File: src/rtl/spi_slave_pkg.sv
// Shared types and defaults for the mode-0 SPI slave.
package spi_slave_pkg;

  typedef enum logic {
    IDLE   = 1'b0,
    ACTIVE = 1'b1
  } state_t;

  localparam int DATA_W_DEF      = 8;
  localparam int SYNC_STAGES_DEF = 2;

  // Bit counter width; a 1-bit frame still needs a 1-bit counter.
  function automatic int cnt_width(input int w);
    return (w > 1) ? $clog2(w) : 1;
  endfunction

endpackage

File: src/rtl/spi_slave_if.sv
// Serial pins plus the TX/RX byte handshakes of the SPI slave.
// Handshakes: a transfer happens on a clk edge where valid && ready are both 1;
// valid holds its data stable until that edge, ready may change freely.
interface spi_slave_if #(
  parameter int DATA_W = 8
);
  logic              sclk;
  logic              cs_n;
  logic              mosi;
  logic              miso;
  logic [DATA_W-1:0] tx_data;
  logic              tx_valid;
  logic              tx_ready;
  logic [DATA_W-1:0] rx_data;
  logic              rx_valid;
  logic              rx_ready;
  logic              busy;

  modport slave (
    input  sclk, cs_n, mosi, tx_data, tx_valid, rx_ready,
    output miso, tx_ready, rx_data, rx_valid, busy
  );

  modport master (
    output sclk, cs_n, mosi, tx_data, tx_valid, rx_ready,
    input  miso, tx_ready, rx_data, rx_valid, busy
  );
endinterface

File: src/rtl/spi_sync_edge.sv
// Pin synchronizer plus delay flop; the level output is aligned with the
// registered rise/fall strobes so data sampled on a strobe is consistent.
module spi_sync_edge #(
  parameter int   SYNC_STAGES = 2,
  parameter logic RST_VAL     = 1'b0
) (
  input  logic clk,
  input  logic rst_n,
  input  logic i_pin,
  output logic o_level,
  output logic o_rise,
  output logic o_fall
);

  logic [SYNC_STAGES-1:0] r_sync;
  logic                   r_dly;
  logic                   r_rise;
  logic                   r_fall;
  logic                   w_synced;

  assign w_synced = r_sync[SYNC_STAGES-1];

  always_ff @(posedge clk or negedge rst_n) begin
    if (!rst_n) begin
      r_sync <= {SYNC_STAGES{RST_VAL}};
      r_dly  <= RST_VAL;
      r_rise <= 1'b0;
      r_fall <= 1'b0;
    end else begin
      r_sync <= {r_sync[SYNC_STAGES-2:0], i_pin};
      r_dly  <= w_synced;
      r_rise <= w_synced & ~r_dly;
      r_fall <= ~w_synced & r_dly;
    end
  end

  assign o_level = r_dly;
  assign o_rise  = r_rise;
  assign o_fall  = r_fall;

endmodule

File: src/rtl/spi_slave.sv
// Mode-0 MSB-first SPI slave running entirely in the clk domain.
// Optional SPI_SLAVE_OVR_EN adds ovr_err (RX drop / TX zero-fill pulse).
module spi_slave
  import spi_slave_pkg::*;
#(
  parameter int DATA_W      = DATA_W_DEF,
  parameter int SYNC_STAGES = SYNC_STAGES_DEF
) (
  input  logic        clk,
  input  logic        rst_n,
  spi_slave_if.slave  bus,
`ifdef SPI_SLAVE_OVR_EN
  output logic        ovr_err,
`endif
  output state_t      dbg_state
);

  localparam int              CNT_W = cnt_width(DATA_W);
  localparam logic [CNT_W-1:0] LAST = CNT_W'(DATA_W - 1);

  logic w_sclk_rise, w_sclk_fall, w_sclk_level_unused;
  logic w_cs_rise, w_cs_fall, w_cs_level_unused;
  logic w_mosi, w_mosi_rise_unused, w_mosi_fall_unused;

  spi_sync_edge #(.SYNC_STAGES(SYNC_STAGES), .RST_VAL(1'b0)) u_sclk_sync (
    .clk     (clk),
    .rst_n   (rst_n),
    .i_pin   (bus.sclk),
    .o_level (w_sclk_level_unused),
    .o_rise  (w_sclk_rise),
    .o_fall  (w_sclk_fall)
  );

  spi_sync_edge #(.SYNC_STAGES(SYNC_STAGES), .RST_VAL(1'b1)) u_cs_sync (
    .clk     (clk),
    .rst_n   (rst_n),
    .i_pin   (bus.cs_n),
    .o_level (w_cs_level_unused),
    .o_rise  (w_cs_rise),
    .o_fall  (w_cs_fall)
  );

  spi_sync_edge #(.SYNC_STAGES(SYNC_STAGES), .RST_VAL(1'b0)) u_mosi_sync (
    .clk     (clk),
    .rst_n   (rst_n),
    .i_pin   (bus.mosi),
    .o_level (w_mosi),
    .o_rise  (w_mosi_rise_unused),
    .o_fall  (w_mosi_fall_unused)
  );

  state_t             r_state;
  logic [DATA_W-1:0]  r_tx_buf;
  logic               r_tx_full;
  logic [DATA_W-1:0]  r_tx_shreg;
  logic [DATA_W-1:0]  r_rx_shreg;
  logic [CNT_W-1:0]   r_bit_cnt;
  logic               r_byte_done;
  logic [DATA_W-1:0]  r_rx_data;
  logic               r_rx_valid;

  logic               w_active;
  logic               w_frame_start;
  logic               w_frame_end;
  logic               w_in_frame;
  logic               w_load;
  logic               w_shift_out;
  logic               w_shift_in;
  logic               w_complete;
  logic               w_rx_accept;
  logic               w_tx_write;
  logic [DATA_W-1:0]  w_rx_byte;

  assign w_active      = (r_state == ACTIVE);
  assign w_frame_start = (r_state == IDLE) && w_cs_fall;
  assign w_frame_end   = w_active && w_cs_rise;
  assign w_in_frame    = w_active && !w_cs_rise;

  // The fall after the last rise of a byte reloads instead of shifting.
  assign w_load      = w_frame_start || (w_in_frame && w_sclk_fall && r_byte_done);
  assign w_shift_out = w_in_frame && w_sclk_fall && !r_byte_done;
  assign w_shift_in  = w_in_frame && w_sclk_rise;
  assign w_complete  = w_shift_in && (r_bit_cnt == LAST);
  assign w_rx_accept = r_rx_valid && bus.rx_ready;
  assign w_tx_write  = bus.tx_valid && !r_tx_full;
  assign w_rx_byte   = {r_rx_shreg[DATA_W-2:0], w_mosi};

  always_ff @(posedge clk or negedge rst_n) begin
    if (!rst_n) begin
      r_state     <= IDLE;
      r_tx_buf    <= '0;
      r_tx_full   <= 1'b0;
      r_tx_shreg  <= '0;
      r_rx_shreg  <= '0;
      r_bit_cnt   <= '0;
      r_byte_done <= 1'b0;
      r_rx_data   <= '0;
      r_rx_valid  <= 1'b0;
    end else begin
      case (r_state)
        IDLE:    if (w_cs_fall) r_state <= ACTIVE;
        ACTIVE:  if (w_cs_rise) r_state <= IDLE;
        default: r_state <= IDLE;
      endcase

      // Load empties the buffer; a write can only land while it is empty.
      if (w_load)     r_tx_full <= 1'b0;
      if (w_tx_write) begin
        r_tx_full <= 1'b1;
        r_tx_buf  <= bus.tx_data;
      end

      if (w_load)           r_tx_shreg <= r_tx_full ? r_tx_buf : '0;
      else if (w_shift_out) r_tx_shreg <= {r_tx_shreg[DATA_W-2:0], 1'b0};

      if (w_frame_start || w_frame_end) begin
        r_rx_shreg  <= '0;
        r_bit_cnt   <= '0;
        r_byte_done <= 1'b0;
      end else begin
        if (w_shift_in) begin
          r_rx_shreg <= w_rx_byte;
          r_bit_cnt  <= (r_bit_cnt == LAST) ? '0 : r_bit_cnt + CNT_W'(1);
        end
        if (w_complete)                     r_byte_done <= 1'b1;
        else if (w_sclk_fall && w_in_frame) r_byte_done <= 1'b0;
      end

      // A byte completing in the acceptance cycle replaces the accepted one.
      if (w_rx_accept) r_rx_valid <= 1'b0;
      if (w_complete && (!r_rx_valid || bus.rx_ready)) begin
        r_rx_data  <= w_rx_byte;
        r_rx_valid <= 1'b1;
      end
    end
  end

`ifdef SPI_SLAVE_OVR_EN
  logic r_ovr;
  logic w_drop;

  assign w_drop = w_complete && r_rx_valid && !bus.rx_ready;

  always_ff @(posedge clk or negedge rst_n) begin
    if (!rst_n) r_ovr <= 1'b0;
    else        r_ovr <= w_drop || (w_load && !r_tx_full);
  end

  assign ovr_err = r_ovr;
`endif

  assign bus.miso     = w_active & r_tx_shreg[DATA_W-1];
  assign bus.tx_ready = ~r_tx_full;
  assign bus.rx_data  = r_rx_data;
  assign bus.rx_valid = r_rx_valid;
  assign bus.busy     = w_active;
  assign dbg_state    = r_state;

endmodule

File: src/flat_wrapper.sv
// flat-port wrapper written by rule: the top's interface ports become plain ports
module spi_slave_flat import spi_slave_pkg::*;
#(
  parameter int DATA_W      = DATA_W_DEF,
  parameter int SYNC_STAGES = SYNC_STAGES_DEF
)
  (clk, rst_n, dbg_state, bus_sclk, bus_cs_n, bus_mosi, bus_tx_data, bus_tx_valid, bus_rx_ready, bus_miso, bus_tx_ready, bus_rx_data, bus_rx_valid, bus_busy);
  spi_slave_if #(.DATA_W(DATA_W)) bus_i ();
  input  logic clk;
  input  logic rst_n;
  output state_t dbg_state;
  input wire logic [$bits(bus_i.sclk)-1:0] bus_sclk;
  input wire logic [$bits(bus_i.cs_n)-1:0] bus_cs_n;
  input wire logic [$bits(bus_i.mosi)-1:0] bus_mosi;
  input wire logic [$bits(bus_i.tx_data)-1:0] bus_tx_data;
  input wire logic [$bits(bus_i.tx_valid)-1:0] bus_tx_valid;
  input wire logic [$bits(bus_i.rx_ready)-1:0] bus_rx_ready;
  output wire logic [$bits(bus_i.miso)-1:0] bus_miso;
  output wire logic [$bits(bus_i.tx_ready)-1:0] bus_tx_ready;
  output wire logic [$bits(bus_i.rx_data)-1:0] bus_rx_data;
  output wire logic [$bits(bus_i.rx_valid)-1:0] bus_rx_valid;
  output wire logic [$bits(bus_i.busy)-1:0] bus_busy;
  assign bus_i.sclk = bus_sclk;
  assign bus_i.cs_n = bus_cs_n;
  assign bus_i.mosi = bus_mosi;
  assign bus_i.tx_data = bus_tx_data;
  assign bus_i.tx_valid = bus_tx_valid;
  assign bus_i.rx_ready = bus_rx_ready;
  assign bus_miso = bus_i.miso;
  assign bus_tx_ready = bus_i.tx_ready;
  assign bus_rx_data = bus_i.rx_data;
  assign bus_rx_valid = bus_i.rx_valid;
  assign bus_busy = bus_i.busy;
  spi_slave #(.DATA_W(DATA_W), .SYNC_STAGES(SYNC_STAGES)) u_core (.clk(clk), .rst_n(rst_n), .bus(bus_i), .dbg_state(dbg_state));
endmodule
File: config.mk
export PLATFORM = sky130hd
export DESIGN_NAME = spi_slave_flat
export DESIGN_NICKNAME = d
export VERILOG_FILES = /design/src/rtl/spi_slave_pkg.sv /design/src/rtl/spi_slave_if.sv /design/src/rtl/spi_sync_edge.sv /design/src/rtl/spi_slave.sv /design/src/flat_wrapper.sv
export SDC_FILE = /design/constraint.sdc
export NUM_CORES = 1
export LEC_CHECK = 0
export ABC_AREA = 1
export BUFFER_PORTS_ARGS = -buffer_cell sky130_fd_sc_hd__buf_2
export CAP_MARGIN = 10
export CORE_ASPECT_RATIO = 1.1
export CORE_UTILIZATION = 50
export DETAILED_ROUTE_END_ITERATION = 10
export PLACE_DENSITY = 0.72
export SLEW_MARGIN = 10
export SYNTH_ARGS = -nofsm -noshare
export SYNTH_HDL_FRONTEND = slang
export SYNTH_SLANG_ARGS = --single-unit
export TNS_END_PERCENT = 20
File: constraint.sdc
create_clock -name clk -period 1.8 [get_ports clk]
set_input_delay 0.27 -clock clk [delete_from_list [all_inputs] [get_ports clk]]
set_output_delay 0.27 -clock clk [all_outputs]
set_load 0.005 [all_outputs]
# After elaboration in Yosys (flattened, before gate mapping)
# Cells that the tools add are included.
classes:
  bitwise: 11
  n_reduce_logical: 23
  addsub: 1
  eq_ne: 1
  n_mux: 18
ops:
  columns: ["cell", "count"]
  rows:
  - ["8-bit 2-to-1 mux", 3]
  - ["7-bit 2-to-1 mux", 2]
  - ["1-bit logical AND", 11]
  - ["1-bit 2-to-1 mux", 9]
  - ["3-bit 2-to-1 mux", 3]
  - ["2-bit nonzero test", 4]
  - ["1-bit inverter", 6]
  - ["1-bit AND", 5]
  - ["1-bit logical NOT", 4]
  - ["3-bit by 1-bit adder with 3-bit output (second input constant)", 1]
  - ["3-bit == test (second input constant)", 1]
  - ["1-bit logical OR", 3]
  - ["3-bit nonzero test", 1]
  - ["1-bit case mux with 2 select lines", 1]
word_totals:
  wordCells: 73
  out_inout_bits: 13
  input_bits: 15
  reg_bits: 51

# Longest topological paths before layout
depth:
  depth_word: 7
  ltp_mapped: 8
  depth_no_buf: 7

# Cells and area by module
# Synthesis repeated with hierarchy kept, for this count alone.
hier_totals:
  cells_unflattened: 242
  hier_area_um2: 2270.9
by_module_without_submodules:
  columns: ["mod", "area_per_inst_um2", "instances", "seq_area_each_um2", "cells_per_inst"]
  rows:
  - ["spi_slave", 1846.8, 1, 950.9, 215]
  - ["spi_sync_edge at u_core.u_mosi_sync ...", 140.1, 2, 125.1, 9]
  - ["spi_sync_edge at u_core.u_cs_sync", 143.9, 1, 128.9, 9]

# Worst setup path after synthesis
# Ideal clock, no wire load.
synth_path:
  path_kind: "reg2reg"
  from: "register u_core.r_bit_cnt[0]"
  to: "register u_core.r_rx_data[0] (netlist: u_core.bus.rx_data[0])"
  required_ps: 1735
  synth_period_minus_slack_ps: 1276
  arrival_time_ps: 1212
  setup_ps: 65
  stages_incl_launch_ff: 7
  slack_ps: 524
  path_buffers: 0
  cell_sequence: "dfrtp_1 > ha_1 > ha_1 > nand4_1 > nor2_4 > nand2_1 > nand2_1"
synth_between:
  elab_chain_cells: 3
synth_lines:
  columns: ["element", "line", "source"]
  rows:
  - ["from (decl)", "spi_slave.sv:57", "logic [CNT_W-1:0] r_bit_cnt;"]
  - ["from (signal assigned)", "spi_slave.sv:123", "r_bit_cnt <= (r_bit_cnt == LAST) ? '0 : r_bit_cnt + CNT_W'(1);"]
  - ["3-bit == test", "spi_slave.sv:83", "assign w_complete = w_shift_in && (r_bit_cnt == LAST);"]
  - ["1-bit logical AND", "spi_slave.sv:83", null]
  - ["1-bit logical AND", "spi_slave.sv:131", "if (w_complete && (!r_rx_valid || bus.rx_ready)) begin"]
  - ["to (signal assigned)", "spi_slave.sv:132", "r_rx_data <= w_rx_byte;"]
  - ["to (decl)", "spi_slave.sv:59", "logic [DATA_W-1:0] r_rx_data;"]
# Every way passes these cells.
# A chain may end at the register's enable or synchronous reset.

# Worst setup path in the final report
layout_path:
  from: "register u_core.r_tx_full"
  to: "output port bus_tx_ready"
layout_between:
  elab_chain_cells: 1
layout_lines:
  columns: ["element", "line", "source"]
  rows:
  - ["from (decl)", "spi_slave.sv:54", "logic r_tx_full;"]
  - ["from (signal assigned)", "spi_slave.sv:92", "r_tx_full <= 1'b0;"]
  - ["from (signal assigned)", "spi_slave.sv:107", "if (w_load) r_tx_full <= 1'b0;"]
  - ["from (signal assigned)", "spi_slave.sv:109", "r_tx_full <= 1'b1;"]
  - ["1-bit inverter", "spi_slave.sv:153", "assign bus.tx_ready = ~r_tx_full;"]
  - ["to (decl)", "flat_wrapper.sv:19", "output wire logic [$bits(bus_i.tx_ready)-1:0] bus_tx_ready;"]
# Every way passes these cells.

==> flow_summary.yaml <==
outcome:
  status: "complete, no violations"
detailed_routing:
  drcViolationCount: 0
  ant_nets: 0
  routed_wirelength_mm: 3.30
  vias: 1449
  drt_iter0_markers: 58
  first_pass_iters: 4
  wl_per_cell_um: 10.6
  viasPerCell: 4.66
power:
  power_density_nw_per_um2: 1170
  power_uw: 2810
  leakagePower_uw: 0.00135
  ir_drop_v: 0.000714
die:
  coreArea_um2: 3990
  die_x_um: 63.7
  ios: 28
  dieArea_um2: 4460
  die_h_um: 69.9
  initial_core_util_pct: 52.5
  fp-row-count: 24
clocking:
  cts-resized-gates: 0
  ctsHoldBuffers: 1
  cts_inserted_buffers: 5
  clkLatencyLatePin_ps: 300
  clk_pin_slew_ps: 80
  cts_tree: "done"
  post_cts.repair.setup_buffers: 0
  cts_max_path_buffers: 2
  htree_levels: 2
  cts_root_buffer: "clkbuf_8"
  clock-sinks: 51
finish:
  fillers: 374
  insertedDiodeCount: 0
  post-route-util_pct: 60.1
  area_delta_synth_final_pct: 14.5
  stdcell_area_um2: 2400
  fin_nets: 275
  drive_above_1_share_pct: 19.7
hold_path:
  worstHoldEndpoint: "u_core.u_cs_sync.r_sync[0]"
  hp-class: "in -> reg"
  min_path_cells: 1
  hold_path_startpoint: "bus_cs_n"
worst_setup_path:
  crit_path_start_kind: "flop"
  reg2reg_slack_ps: 300
  crit_arrival_ps: 1250
  r2r_start: "u_core.r_bit_cnt[0]"
  path_max_fanout: 11
  crit_required_ps: 1530
  r2r-end: "u_core.bus.rx_data[0]"
  crit_type: "reg -> out"
  rr_worst_depth: 6
  critPathCaptureType: "output port"
job:
  drv_cap: 0
yosys:
  synthDistinctLibCells: 23
  synth_area_leader_cell: "dfrtp_1"
  yosysSeqAreaShare_pct: 61.0
  syn_nets: 245
  syn_avg_cell_area_um2: 9.20
  synth_top_area_share_pct: 57.3
  yosys_warnings: 0
  synth.top_cells.by_area: "dfrtp_1, nand2_1, nand3_1"
  synth_area_um2: 2100
  syn_inst: 228
  ys_ff_latch: 51
timing:
  hold_violations: 0
  fin_worst_hold_slack_ps: 63.7
  skew_ps: 9.41
  tightest_slew_ps: 373
  finalMaxSlewViolations: 0
  fin_crit_sh_pct: 84.4
  min_period_ps: 1520
  clock.fmax_mhz: 658
  max_slew_margin_pct: 75.1
  setup_viol: 0
  setup_tns_ps: 0
  rsz0062_at_grt: "false"
placed_design:
  hpwlAfterDp_mm: 2.42
  gp_congestion: 0.784
  dpl_cell_area_um2: 2270
  io_buffers: 27
global_routing:
  antenna_found_initial: 0
  grt.total_usage_pct: 17.3
  first_global_vias: 1368
  grt_overflow: 0
  grt_pass1_wl_mm: 5.95
  grt_max_degree: 26
-- flip-flops by register name, summed over array words and instances (netlist names), 2 cells and up --
name and flops:
u_core.r_rx_shreg 7, u_core.r_bit_cnt 3, u_core.u_cs_sync.r_sync 2, u_core.r_tx_buf 8
u_core.u_mosi_sync.r_sync 2, u_core.bus.rx_data 8, u_core.u_sclk_sync.r_sync 2, u_core.r_tx_shreg 8
-- logic make-up (layout without fill, tap and decap cells) --
kind of cell	Yosys count	count (layout)	share of synthesized area, %
AOI/OAI and AO/OA	8	8	2.27
adders and majority gates	2	2	1.19
buffers and inverters	30	61	6.56
DFF	51	51	61.0
and+or+nand+nor	137	137	28.9
-- cell type report --
type	instances	area [um2]	share of cell area, %
clock inverters	2	35.0	1.46
flip-flops and latches	51	1280	53.3
repair buffers	30	173	7.19
multi-input cells	147	679	28.3
well taps	52	65.1	2.71
clock buffers	6	82.6	3.44
inverters	23	86.3	3.60
-- worst max-delay path by stage --
stage,from,to,slack (ps),cells after the start
final,u_core.r_tx_full,bus_tx_ready,280,2
after detailed placement,u_core.r_bit_cnt[0],u_core.bus.rx_data[0],310,6
after floorplan,u_core.r_bit_cnt[0],u_core.bus.rx_data[0],520,6
after CTS,u_core.r_tx_full,bus_tx_ready,280,2
after global routing,u_core.r_bit_cnt[0],u_core.bus.rx_data[3],160,6
after global placement,u_core.r_bit_cnt[0],u_core.bus.rx_data[1],350,6
-- cells in the mapped netlist, drive strengths merged --
library cell  number
dfstp              3
nand2            100
ha                 2
nand4              2
o21ai              6
nor2               9
clkbuf             1
inv               23
nand3             26
dfrtp             48
buf                6
a21oi              2
-- report_power, final --
group | leakage [uW] | internal [uW] | switching [uW]
Combinational | 0.000631 | 200 | 317
Clock | 0.0000612 | 450 | 349
Sequential | 0.000655 | 1360 | 132
-- layout by cell type (no fill, tap or decap), types with 2 or more instances in the layout --
cell type	n
ha_1	2
dfrtp_1	48
nor2_4	3
nand3_1	25
nand4_1	2
dfstp_2	3
nor2_1	5
buf_2	27
nand2_1	97
clkbuf_8	6
nand2_4	2
inv_1	22
o21ai_1	4
-- metrics by stage --
step                worst slack, ps  instances
floorplan                       524        228
global placement                348        302
detailed placement              305        302
CTS                             278        311
global route                    164        311
finish                          281        311
-- metal layers --
| metal | wire (um) | vias up | global-route usage [%] |
|---|---|---|---|
| met3 | 141 | 5 | 5.07 |
| met2 | 1410 | 30 | 25.5 |
| met5 | 0 | - | 0 |
| met1 | 1710 | 655 | 24.5 |
| li1 | - | 759 | - |
| met4 | 41 | 0 | 5.30 |
-- critical path: stages, from the launching register on --
cell and delay, ps:
dfrtp_1 480, inv_1 290, buf_2 180
Note: power is estimated with default switching activity, not from simulation.
